--- src/rtl/add_rs_pkg.sv ---
// Shared encodings for the add/sub reservation station.
package add_rs_pkg;

  // ALU operation encodings carried with each entry.
  localparam logic ALU_ADD = 1'b0;
  localparam logic ALU_SUB = 1'b1;

  // Tag value meaning "operand value already valid".
  localparam int unsigned TAG_NONE = 0;

  // Default geometry of the station.
  localparam int unsigned RS_ENTRIES_DEF  = 3;
  localparam int unsigned RS_TAG_W_DEF    = 3;
  localparam int unsigned RS_DATA_W_DEF   = 32;
  localparam int unsigned RS_BASE_TAG_DEF = 1;

  // Per-entry lifecycle, named apart from the ALU's own state encodings.
  typedef enum logic [1:0] {
    RS_FREE  = 2'd0,
    RS_WAIT  = 2'd1,
    RS_READY = 2'd2,
    RS_EXEC  = 2'd3
  } rs_state_e;

endpackage

--- src/rtl/add_rs_if.sv ---
// Issue, CDB and ALU-dispatch signals of the add/sub reservation station.
interface add_rs_if #(
  parameter int unsigned TAG_W  = 3,
  parameter int unsigned DATA_W = 32
) ();

  // Issue side
  logic              issueEN;
  logic              issueOp;
  logic [TAG_W-1:0]  issueQj;
  logic [DATA_W-1:0] issueVj;
  logic [TAG_W-1:0]  issueQk;
  logic [DATA_W-1:0] issueVk;
  logic              issueReady;
  logic [TAG_W-1:0]  issueTag;

  // Common data bus
  logic              cdbValid;
  logic [TAG_W-1:0]  cdbTag;
  logic [DATA_W-1:0] cdbData;

  // ALU dispatch side
  logic              aluAvailable;
  logic              aluEN;
  logic              aluOp;
  logic [DATA_W-1:0] aluData1;
  logic [DATA_W-1:0] aluData2;
  logic [TAG_W-1:0]  aluTag;

  // Environment driving the station: issue logic, CDB and ALU.
  modport master (
    output issueEN, issueOp, issueQj, issueVj, issueQk, issueVk,
    input  issueReady, issueTag,
    output cdbValid, cdbTag, cdbData,
    output aluAvailable,
    input  aluEN, aluOp, aluData1, aluData2, aluTag
  );

  // The reservation station itself.
  modport slave (
    input  issueEN, issueOp, issueQj, issueVj, issueQk, issueVk,
    output issueReady, issueTag,
    input  cdbValid, cdbTag, cdbData,
    input  aluAvailable,
    output aluEN, aluOp, aluData1, aluData2, aluTag
  );

endinterface

--- src/rtl/add_rs_rs_entry.sv ---
// One reservation-station entry: holds op/Q/V, snoops the CDB, tracks lifecycle.
module rs_entry
  import add_rs_pkg::*;
#(
  parameter int unsigned TAG_W  = 3,
  parameter int unsigned DATA_W = 32,
  parameter int unsigned MY_TAG = 1
) (
  input  logic              clk,
  input  logic              RST,
  input  logic              alloc,
  input  logic              dispatch,
  input  logic              issue_op,
  input  logic [TAG_W-1:0]  issue_qj,
  input  logic [DATA_W-1:0] issue_vj,
  input  logic [TAG_W-1:0]  issue_qk,
  input  logic [DATA_W-1:0] issue_vk,
  input  logic              cdb_valid,
  input  logic [TAG_W-1:0]  cdb_tag,
  input  logic [DATA_W-1:0] cdb_data,
  output logic              ready,
  output logic              free,
  output logic              op,
  output logic [DATA_W-1:0] vj,
  output logic [DATA_W-1:0] vk
);

  localparam logic [TAG_W-1:0] OWN_TAG = TAG_W'(MY_TAG);
  localparam logic [TAG_W-1:0] NO_TAG  = TAG_W'(TAG_NONE);

  rs_state_e         state_q, state_d;
  logic              op_q, op_d;
  logic [TAG_W-1:0]  qj_q, qj_d, qk_q, qk_d;
  logic [DATA_W-1:0] vj_q, vj_d, vk_q, vk_d;

  logic fwd_j, fwd_k, hit_j, hit_k, own_hit;

  // CDB compares: forwarding into a new issue, wakeup of stored tags, own completion.
  assign fwd_j   = cdb_valid && (issue_qj != NO_TAG) && (cdb_tag == issue_qj);
  assign fwd_k   = cdb_valid && (issue_qk != NO_TAG) && (cdb_tag == issue_qk);
  assign hit_j   = cdb_valid && (qj_q != NO_TAG) && (cdb_tag == qj_q);
  assign hit_k   = cdb_valid && (qk_q != NO_TAG) && (cdb_tag == qk_q);
  assign own_hit = cdb_valid && (cdb_tag == OWN_TAG);

  // Next-state and field-update logic.
  always_comb begin
    state_d = state_q;
    op_d    = op_q;
    qj_d    = qj_q;
    vj_d    = vj_q;
    qk_d    = qk_q;
    vk_d    = vk_q;
    case (state_q)
      RS_FREE: begin
        if (alloc) begin
          op_d    = issue_op;
          qj_d    = fwd_j ? NO_TAG : issue_qj;
          vj_d    = fwd_j ? cdb_data : issue_vj;
          qk_d    = fwd_k ? NO_TAG : issue_qk;
          vk_d    = fwd_k ? cdb_data : issue_vk;
          state_d = ((qj_d == NO_TAG) && (qk_d == NO_TAG)) ? RS_READY : RS_WAIT;
        end
      end
      RS_WAIT: begin
        if (hit_j) begin
          qj_d = NO_TAG;
          vj_d = cdb_data;
        end
        if (hit_k) begin
          qk_d = NO_TAG;
          vk_d = cdb_data;
        end
        if ((qj_d == NO_TAG) && (qk_d == NO_TAG)) begin
          state_d = RS_READY;
        end
      end
      RS_READY: begin
        if (dispatch) begin
          state_d = RS_EXEC;
        end
      end
      RS_EXEC: begin
        // Stays busy until its own result is broadcast.
        if (own_hit) begin
          state_d = RS_FREE;
        end
      end
    endcase
  end

  // State and field registers with synchronous reset.
  always_ff @(posedge clk) begin
    if (RST) begin
      state_q <= RS_FREE;
      op_q    <= ALU_ADD;
      qj_q    <= NO_TAG;
      vj_q    <= '0;
      qk_q    <= NO_TAG;
      vk_q    <= '0;
    end else begin
      state_q <= state_d;
      op_q    <= op_d;
      qj_q    <= qj_d;
      vj_q    <= vj_d;
      qk_q    <= qk_d;
      vk_q    <= vk_d;
    end
  end

  assign ready = (state_q == RS_READY);
  assign free  = (state_q == RS_FREE);
  assign op    = op_q;
  assign vj    = vj_q;
  assign vk    = vk_q;

endmodule

--- src/rtl/add_rs.sv ---
// Add/sub reservation station: allocate on issue, wake on CDB, dispatch to ALU.
module add_rs
  import add_rs_pkg::*;
#(
  parameter int unsigned ENTRIES  = RS_ENTRIES_DEF,
  parameter int unsigned TAG_W    = RS_TAG_W_DEF,
  parameter int unsigned DATA_W   = RS_DATA_W_DEF,
  parameter int unsigned BASE_TAG = RS_BASE_TAG_DEF
) (
  input logic    clk,
  input logic    RST,
  add_rs_if.slave bus
);

  logic [ENTRIES-1:0] free_v;
  logic [ENTRIES-1:0] ready_v;
  logic [ENTRIES-1:0] alloc_v;
  logic [ENTRIES-1:0] disp_v;
  logic [ENTRIES-1:0] op_v;
  logic [DATA_W-1:0]  vj_v [ENTRIES];
  logic [DATA_W-1:0]  vk_v [ENTRIES];

  logic [ENTRIES-1:0] alloc_oh, disp_oh;
  logic               alloc_hit, disp_hit;
  logic [TAG_W-1:0]   alloc_tag;
  logic               alu_en_c, alu_op_c;
  logic [DATA_W-1:0]  alu_d1_c, alu_d2_c;
  logic [TAG_W-1:0]   alu_tag_c;

  // Lowest-index free entry; depends on registered state only.
  always_comb begin
    alloc_oh  = '0;
    alloc_hit = 1'b0;
    alloc_tag = TAG_W'(TAG_NONE);
    for (int i = int'(ENTRIES) - 1; i >= 0; i--) begin
      if (free_v[i]) begin
        alloc_oh    = '0;
        alloc_oh[i] = 1'b1;
        alloc_hit   = 1'b1;
        alloc_tag   = TAG_W'(BASE_TAG + 32'(i));
      end
    end
  end

  // Lowest-index ready entry.
  always_comb begin
    disp_oh  = '0;
    disp_hit = 1'b0;
    for (int i = int'(ENTRIES) - 1; i >= 0; i--) begin
      if (ready_v[i]) begin
        disp_oh    = '0;
        disp_oh[i] = 1'b1;
        disp_hit   = 1'b1;
      end
    end
  end

  assign alloc_v  = (bus.issueEN && alloc_hit) ? alloc_oh : '0;
  assign alu_en_c = bus.aluAvailable && disp_hit;
  assign disp_v   = alu_en_c ? disp_oh : '0;

  // Dispatch mux; all fields zero when nothing is dispatched.
  always_comb begin
    alu_op_c  = ALU_ADD;
    alu_d1_c  = '0;
    alu_d2_c  = '0;
    alu_tag_c = TAG_W'(TAG_NONE);
    for (int i = 0; i < int'(ENTRIES); i++) begin
      if (disp_v[i]) begin
        alu_op_c  = op_v[i];
        alu_d1_c  = vj_v[i];
        alu_d2_c  = vk_v[i];
        alu_tag_c = TAG_W'(BASE_TAG + 32'(i));
      end
    end
  end

  // One entry per tag, BASE_TAG upward.
  for (genvar g = 0; g < int'(ENTRIES); g++) begin : g_entry
    rs_entry #(
      .TAG_W  (TAG_W),
      .DATA_W (DATA_W),
      .MY_TAG (BASE_TAG + g)
    ) u_entry (
      .clk       (clk),
      .RST       (RST),
      .alloc     (alloc_v[g]),
      .dispatch  (disp_v[g]),
      .issue_op  (bus.issueOp),
      .issue_qj  (bus.issueQj),
      .issue_vj  (bus.issueVj),
      .issue_qk  (bus.issueQk),
      .issue_vk  (bus.issueVk),
      .cdb_valid (bus.cdbValid),
      .cdb_tag   (bus.cdbTag),
      .cdb_data  (bus.cdbData),
      .ready     (ready_v[g]),
      .free      (free_v[g]),
      .op        (op_v[g]),
      .vj        (vj_v[g]),
      .vk        (vk_v[g])
    );
  end

  assign bus.issueReady = alloc_hit;
  assign bus.issueTag   = alloc_tag;
  assign bus.aluEN      = alu_en_c;
  assign bus.aluOp      = alu_op_c;
  assign bus.aluData1   = alu_d1_c;
  assign bus.aluData2   = alu_d2_c;
  assign bus.aluTag     = alu_tag_c;

endmodule

--- src/flat_wrapper.sv ---
// flat-port wrapper written by rule: the top's interface ports become plain ports
module add_rs_flat import add_rs_pkg::*;
#(
  parameter int unsigned ENTRIES  = RS_ENTRIES_DEF,
  parameter int unsigned TAG_W    = RS_TAG_W_DEF,
  parameter int unsigned DATA_W   = RS_DATA_W_DEF,
  parameter int unsigned BASE_TAG = RS_BASE_TAG_DEF
)
  (clk, RST, bus_issueEN, bus_issueOp, bus_issueQj, bus_issueVj, bus_issueQk, bus_issueVk, bus_issueReady, bus_issueTag, bus_cdbValid, bus_cdbTag, bus_cdbData, bus_aluAvailable, bus_aluEN, bus_aluOp, bus_aluData1, bus_aluData2, bus_aluTag);
  add_rs_if #(.TAG_W(TAG_W), .DATA_W(DATA_W)) bus_i ();
  input logic clk;
  input logic RST;
  input wire logic [$bits(bus_i.issueEN)-1:0] bus_issueEN;
  input wire logic [$bits(bus_i.issueOp)-1:0] bus_issueOp;
  input wire logic [$bits(bus_i.issueQj)-1:0] bus_issueQj;
  input wire logic [$bits(bus_i.issueVj)-1:0] bus_issueVj;
  input wire logic [$bits(bus_i.issueQk)-1:0] bus_issueQk;
  input wire logic [$bits(bus_i.issueVk)-1:0] bus_issueVk;
  output wire logic [$bits(bus_i.issueReady)-1:0] bus_issueReady;
  output wire logic [$bits(bus_i.issueTag)-1:0] bus_issueTag;
  input wire logic [$bits(bus_i.cdbValid)-1:0] bus_cdbValid;
  input wire logic [$bits(bus_i.cdbTag)-1:0] bus_cdbTag;
  input wire logic [$bits(bus_i.cdbData)-1:0] bus_cdbData;
  input wire logic [$bits(bus_i.aluAvailable)-1:0] bus_aluAvailable;
  output wire logic [$bits(bus_i.aluEN)-1:0] bus_aluEN;
  output wire logic [$bits(bus_i.aluOp)-1:0] bus_aluOp;
  output wire logic [$bits(bus_i.aluData1)-1:0] bus_aluData1;
  output wire logic [$bits(bus_i.aluData2)-1:0] bus_aluData2;
  output wire logic [$bits(bus_i.aluTag)-1:0] bus_aluTag;
  assign bus_i.issueEN = bus_issueEN;
  assign bus_i.issueOp = bus_issueOp;
  assign bus_i.issueQj = bus_issueQj;
  assign bus_i.issueVj = bus_issueVj;
  assign bus_i.issueQk = bus_issueQk;
  assign bus_i.issueVk = bus_issueVk;
  assign bus_issueReady = bus_i.issueReady;
  assign bus_issueTag = bus_i.issueTag;
  assign bus_i.cdbValid = bus_cdbValid;
  assign bus_i.cdbTag = bus_cdbTag;
  assign bus_i.cdbData = bus_cdbData;
  assign bus_i.aluAvailable = bus_aluAvailable;
  assign bus_aluEN = bus_i.aluEN;
  assign bus_aluOp = bus_i.aluOp;
  assign bus_aluData1 = bus_i.aluData1;
  assign bus_aluData2 = bus_i.aluData2;
  assign bus_aluTag = bus_i.aluTag;
  add_rs #(.ENTRIES(ENTRIES), .TAG_W(TAG_W), .DATA_W(DATA_W), .BASE_TAG(BASE_TAG)) u_core (.clk(clk), .RST(RST), .bus(bus_i));
endmodule
--- config.mk ---
export PLATFORM = sky130hd
export DESIGN_NAME = add_rs_flat
export DESIGN_NICKNAME = d
export VERILOG_FILES = /design/src/rtl/add_rs_pkg.sv /design/src/rtl/add_rs_if.sv /design/src/rtl/add_rs_rs_entry.sv /design/src/rtl/add_rs.sv /design/src/flat_wrapper.sv
export SDC_FILE = /design/constraint.sdc
export NUM_CORES = 1
export LEC_CHECK = 0
export ABC_AREA = 0
export CORE_ASPECT_RATIO = 1.2
export CORE_MARGIN = 3
export CORE_UTILIZATION = 54
export DETAILED_ROUTE_END_ITERATION = 16
export MAX_ROUTING_LAYER = met4
export PLACE_DENSITY = 0.8
export SKIP_CTS_REPAIR_TIMING = 1
export SYNTH_ARGS = -nofsm -noshare
export SYNTH_HDL_FRONTEND = slang
export SYNTH_SLANG_ARGS = --single-unit
--- constraint.sdc ---
create_clock -name clk -period 3.4 [get_ports clk]
set_input_delay 0.68 -clock clk [delete_from_list [all_inputs] [get_ports clk]]
set_output_delay 0.68 -clock clk [all_outputs]
set_load 0.1 [all_outputs]
[Word-level counts from Yosys, hierarchy flattened]
Index checks and enable logic that the tools add are counted.
Word-level totals
  input port bits: 111
  ROM bits: 0
  latch bits: 0
  output and inout port bits: 73
  RAM bits: 0
  memories kept: 0
  flip-flop bits (word level): 219
  logic and storage cells: 209
Operators by class
  muxes and demuxes: 91
  add/subtract/negate cells: 0
  divide/modulo/power cells: 0
  bitwise logic cells: 0
  reductions and logical operators: 62
  shift operators: 0
  order comparisons: 0
  $mul: 0
  equality and inequality tests: 38
Operator list (number)
  $mux 32: 20
  $pmux 32 s2: 6
  $mux 3: 28
  $mux 2: 18
  $pmux 3 s2: 6
  $logic_and 1x1->1: 25
  $eq 3x3->1: 8
  $logic_not 3->1: 8
  $ne 2x2->1 const B: 12
  $pmux 2 s4: 3
  $reduce_bool 3->1: 8
  $reduce_and 3->1: 6
  $eq 2x2->1 const B: 6
  $ne 2x1->1 const B: 6
  $reduce_and 2->1: 6
  $reduce_and 4->1: 3
  $mux 1: 10
  $eq 2x1->1 const B: 3
  $eq 3x2->1 const B: 2
  $logic_not 2->1: 3
  $reduce_bool 2->1: 3
  $eq 3x1->1 const B: 1

[Depth between registers and ports, before layout]
  depth after elaboration: 9
  depth in mapped cells: 11
  depth with buffers taken out: 8

[Modules after synthesis]
A second synthesis with hierarchy kept.
Unflattened totals
  cell total of the unflattened synthesis: 1659
  area total of the unflattened synthesis: 13646.8 sq um
By module, submodules not included
  rs_entry (u_core.g_entry[1].u_entry): area an instance 4078.9 sq um, cells an instance 484, times used 1
  rs_entry (u_core.g_entry[0].u_entry): area an instance 4072.7 sq um, cells an instance 443, times used 1
  rs_entry (u_core.g_entry[2].u_entry): area an instance 3975.1 sq um, cells an instance 487, times used 1
  add_rs: area an instance 1520.2 sq um, cells an instance 245, times used 1

[Worst setup path before layout]
OpenSTA, ideal clock, no wires.
  path kind: flip-flop to output port
  from: register u_core.g_entry[0].u_entry.state_q[0]
  to: output port bus_aluData1[10]
  slack: 0.224 ns
  cell stages (with the launch flop): 9
  data arrival time: 2.496 ns
  required time: 2.720 ns
  path through: dfxtp_1 inv_1 ha_1 nand2b_1 nor3b_1 clkbuf_1 buf_1 a222oi_1 inv_1
Between the ends
  word-level cells in the longest chain between the ends: 7
  elaborated cells on any way between the ends: 8
  classes of those cells: eq/ne: 1; mux: 6; reduce/logical: 1
Ends and longest elaborated chain
  from (decl): RTL line add_rs_rs_entry.sv:31  | rs_state_e state_q, state_d;
  from (signal assigned): RTL line add_rs_rs_entry.sv:101  | state_q <= state_d;
  $eq 2x2->1 (*): RTL line add_rs_rs_entry.sv:110  | assign ready = (state_q == RS_READY);
  $mux 1: RTL line add_rs.sv:50  | if (ready_v[i]) begin
  $logic_and 1x1->1: RTL line add_rs.sv:59  | assign alu_en_c = bus.aluAvailable && disp_hit;
  $mux 3 (*): RTL line add_rs.sv:60  | assign disp_v = alu_en_c ? disp_oh : '0;
  $mux 32 (2 in a row): RTL line add_rs.sv:69  | if (disp_v[i]) begin
  $mux 32 (*): RTL line add_rs.sv:69
  to (decl): RTL line flat_wrapper.sv:27  | output wire logic [$bits(bus_i.aluData1)-1:0] bus_aluData1;
Mark *: on every way between the ends. The rest lies on a longest branch, timed or not.

[Worst setup path in the final report]
  from: register u_core.g_entry[0].u_entry.state_q[0]
  to: output port bus_aluData2[27]
Between the ends
  word-level cells in the longest chain between the ends: 7
  elaborated cells on any way between the ends: 8
  classes of those cells: eq/ne: 1; mux: 6; reduce/logical: 1
Ends and longest elaborated chain
  $eq 2x2->1 (*): RTL line add_rs_rs_entry.sv:110
  $mux 1: RTL line add_rs.sv:50
  $logic_and 1x1->1: RTL line add_rs.sv:59
  $mux 3 (*): RTL line add_rs.sv:60
  $mux 32 (2 in a row): RTL line add_rs.sv:69
  $mux 32 (*): RTL line add_rs.sv:69
  to (decl): RTL line flat_wrapper.sv:28  | output wire logic [$bits(bus_i.aluData2)-1:0] bus_aluData2;
Marked as above.

==> results.cfg <==
[placed_design]
placed_area_um2 = 14300
gp_congestion = 0.929
dp.cells = 1654
place_hpwl_mm = 22.5
io_buffers = 181

[min_path]
hold_class = reg -> reg

[sta]
min_period_ps = 3310
hold_violations = 0
period_share_pct = 97.4
worstMarginPinSlew_ps = 1010
setup_violations = 0
fin_skew_ps = 14.3
fmax_mhz = 302
slew_headroom_pct = 32.4
drv_slew = 0

[global_route]
grt_pass1_wl_mm = 57.0
antenna_found_initial = 1
grt_max_degree = 62
grt.total_usage_pct = 30.5
overflow = 0
grt_pass1_vias = 10900

[routing]
dr.pass1.iters = 7
postRouteWirelength_mm = 35.5
routed-via-count = 10900
routed_via_density = 6.42
ant_nets = 0
drt_iter0_markers = 1310
routedWlPerCell_um = 20.9
drc = 0

[synth]
async_reset_ff_share_pct = 0
synthFlopType = dfxtp_1
yosys_warnings = 0
ys_seq_area_share_pct = 38.2
ys_types = 56
synth_seq_cells = 219
synth_edf_count = 0
avgSynthCellArea_um2 = 8.93
syn_area_um2 = 11500
synthCells = 1284

[cells_and_area]
final_nets = 1538
final_core_util_pct = 73.4
layout_commonest_cell = dfxtp_1
final_cell_mix = dfxtp_1 (219), mux2i_1 (132), nor2_1 (129)
drive_above_1_share_pct = 13.4
stdcell_count = 1695
stdcell_area_um2 = 15100
area_growth_pct = 31.4

[critical_path]
crit_arrival_ps = 2630
path_class = reg -> out
end_kind = output pin
setup.worst_path.start_class = register
critical_path.slowest_cell = a222oi_1
critical_path.max_stage_delay_ps = 430
crit_family = buffers and inverters
cp-endpoint = bus_aluData2[27]
r2r_end = u_core.g_entry[1].u_entry.vk[1]
critPathMaxFanout = 33
cp.required_ps = 2720
r2r-start = u_core.g_entry[0].u_entry.state_q[0]
critical_path.startpoint = u_core.g_entry[0].u_entry.state_q[0]
worstRegToRegCells = 9
r2r_slack_ps = 790
crit_cells = 9
critPathBufInv = 5
crit_path_cell_trace = inv_1, ha_2, nand2b_1, buf_4, nor2_4, buf_12, a222oi_1, inv_1, buf_12

[floorplan]
row_count = 57
die_y_um = 166
initial_utilization_pct = 55.8
ios = 184
fp.dieArea_um2 = 23000
die_x_um = 139
core_area_um2 = 20500

[power]
power_density_nw_per_um2 = 777
peakVddDrop_mv = 0.592
p_clk_share_pct = 21.7
p_sw_uw = 4690
sw_frac_of_total_pct = 40.1
leakagePower_uw = 0.00674
p_int_uw = 7020
combPwrFrac_pct = 44.8
seqPwrFrac_pct = 33.5

[cts]
cts_buffers = 23
cts-htree-levels = 1
clk_path_buf_depth = 3
path_clk_slew_ps = 60
numClockSinks = 219
cts-root-buf = clkbuf_16
cts_tree = done
clkLatencyLatePin_ps = 500

[run_status]
outcome = finished, final reports clean

[flow_run]
cap_violations = 0
==> state kept, by name, indices dropped and copies added (netlist names) <==
| register | flops |
|---|---|
| u_core.g_entry.u_entry.qk_q | 9 |
| u_core.g_entry.u_entry.qj_q | 9 |
| u_core.g_entry.u_entry.vk | 96 |
| u_core.g_entry.u_entry.op | 3 |
| u_core.g_entry.u_entry.vj | 96 |
| u_core.g_entry.u_entry.state_q | 6 |
==> metrics by stage <==
step / setup TNS [ps] / worst slack (ps) / hold slack, ps / power (µW)
finish: 0 / 88.9 / 472 / 11700
global route: -9.97 / -9.97 / 487 / 12300
CTS: 0 / 81.2 / 469 / 11600
detailed placement: 0 / 88.0 / 455 / 9090
global placement: 0 / 166 / 452 / 8900
floorplan: 0 / 224 / 436 / 7570
==> cell usage after synthesis, drive strengths merged (4+ instances only) <==
cell / count / area (µm²)
a211oi: 69 / 518
a21o: 4 / 30.0
a21oi: 5 / 25.0
a222oi: 66 / 661
a22o: 96 / 841
a31oi: 4 / 43.8
a32oi: 18 / 158
buf: 58 / 367
clkbuf: 59 / 221
dfxtp: 219 / 4380
ha: 13 / 163
inv: 76 / 285
mux2: 32 / 360
mux2i: 132 / 1320
nand2: 107 / 402
nand2b: 7 / 43.8
nand3: 5 / 25.0
nor2: 133 / 499
o21ai: 106 / 531
or2: 6 / 37.5
or3: 6 / 37.5
xnor2: 10 / 87.6
xor2: 8 / 70.1
==> logic make-up (layout without fill, tap and decap cells) <==
kind of cell | Yosys count | in the layout | share of synthesized area (%)
AO/OA/AOI/OAI | 392 | 392 | 26.3
XOR/XNOR | 18 | 18 | 1.38
adder cells (fa/ha/maj) | 13 | 13 | 1.42
buffers and inverters | 193 | 337 | 7.62
flip-flops | 219 | 219 | 38.2
multiplexers | 164 | 164 | 14.7
other | 1 | 3 | 0.0327
AND/OR/NAND/NOR | 284 | 284 | 10.3
==> area by class of cell <==
class / instances / area [µm²]
Tap cell: 265 / 332
Multi-Input combinational cell: 873 / 6330
Clock buffer: 32 / 669
Antenna cell: 1 / 2.50
Sequential cell: 219 / 4380
Clock inverter: 8 / 90.1
Fill cell: 1468 / 5470
Inverter: 76 / 285
Timing Repair Buffer: 221 / 2970
==> power by group through the flow <==
stage	Clock [µW]	Combinational [µW]	Sequential, µW
global placement	0	4990	3910
floorplan	0	3760	3800
CTS	2540	5200	3900
global route	2640	5700	4000
detailed placement	0	5160	3930
finish	2540	5250	3930
==> worst register-to-register path: stages, from the launching register on <==
cell      delay (ps)
dfxtp_1          380
inv_1            110
ha_1             320
nand2b_1         240
or2_2            340
a21boi_0         190
a21o_1           310
nor2b_4          170
buf_12           200
a22o_1           250
==> worst min-delay path by stage <==
stage,start,endpoint,slack (ps),depth (start not counted)
2_1_floorplan,u_core.g_entry[0].u_entry.op,u_core.g_entry[0].u_entry.op,440,2
3_3_place_gp,u_core.g_entry[0].u_entry.op,u_core.g_entry[0].u_entry.op,450,2
3_5_place_dp,u_core.g_entry[0].u_entry.op,u_core.g_entry[0].u_entry.op,460,2
4_1_cts,u_core.g_entry[0].u_entry.op,u_core.g_entry[0].u_entry.op,470,2
5_1_grt,u_core.g_entry[0].u_entry.op,u_core.g_entry[0].u_entry.op,490,2
6_report,u_core.g_entry[0].u_entry.op,u_core.g_entry[0].u_entry.op,470,2
==> layer usage <==
| metal | track usage (%) | wire [µm] | up-vias |
|---|---|---|---|
| li1 | - | - | 5017 |
| met1 | 37.4 | 13900 | 5186 |
| met2 | 51.2 | 17400 | 593 |
| met3 | 4.04 | 3050 | 94 |
| met4 | 11.5 | 1120 | 0 |
| met5 | - | 0 | - |
No activity file was read; power rests on OpenSTA's default activity.
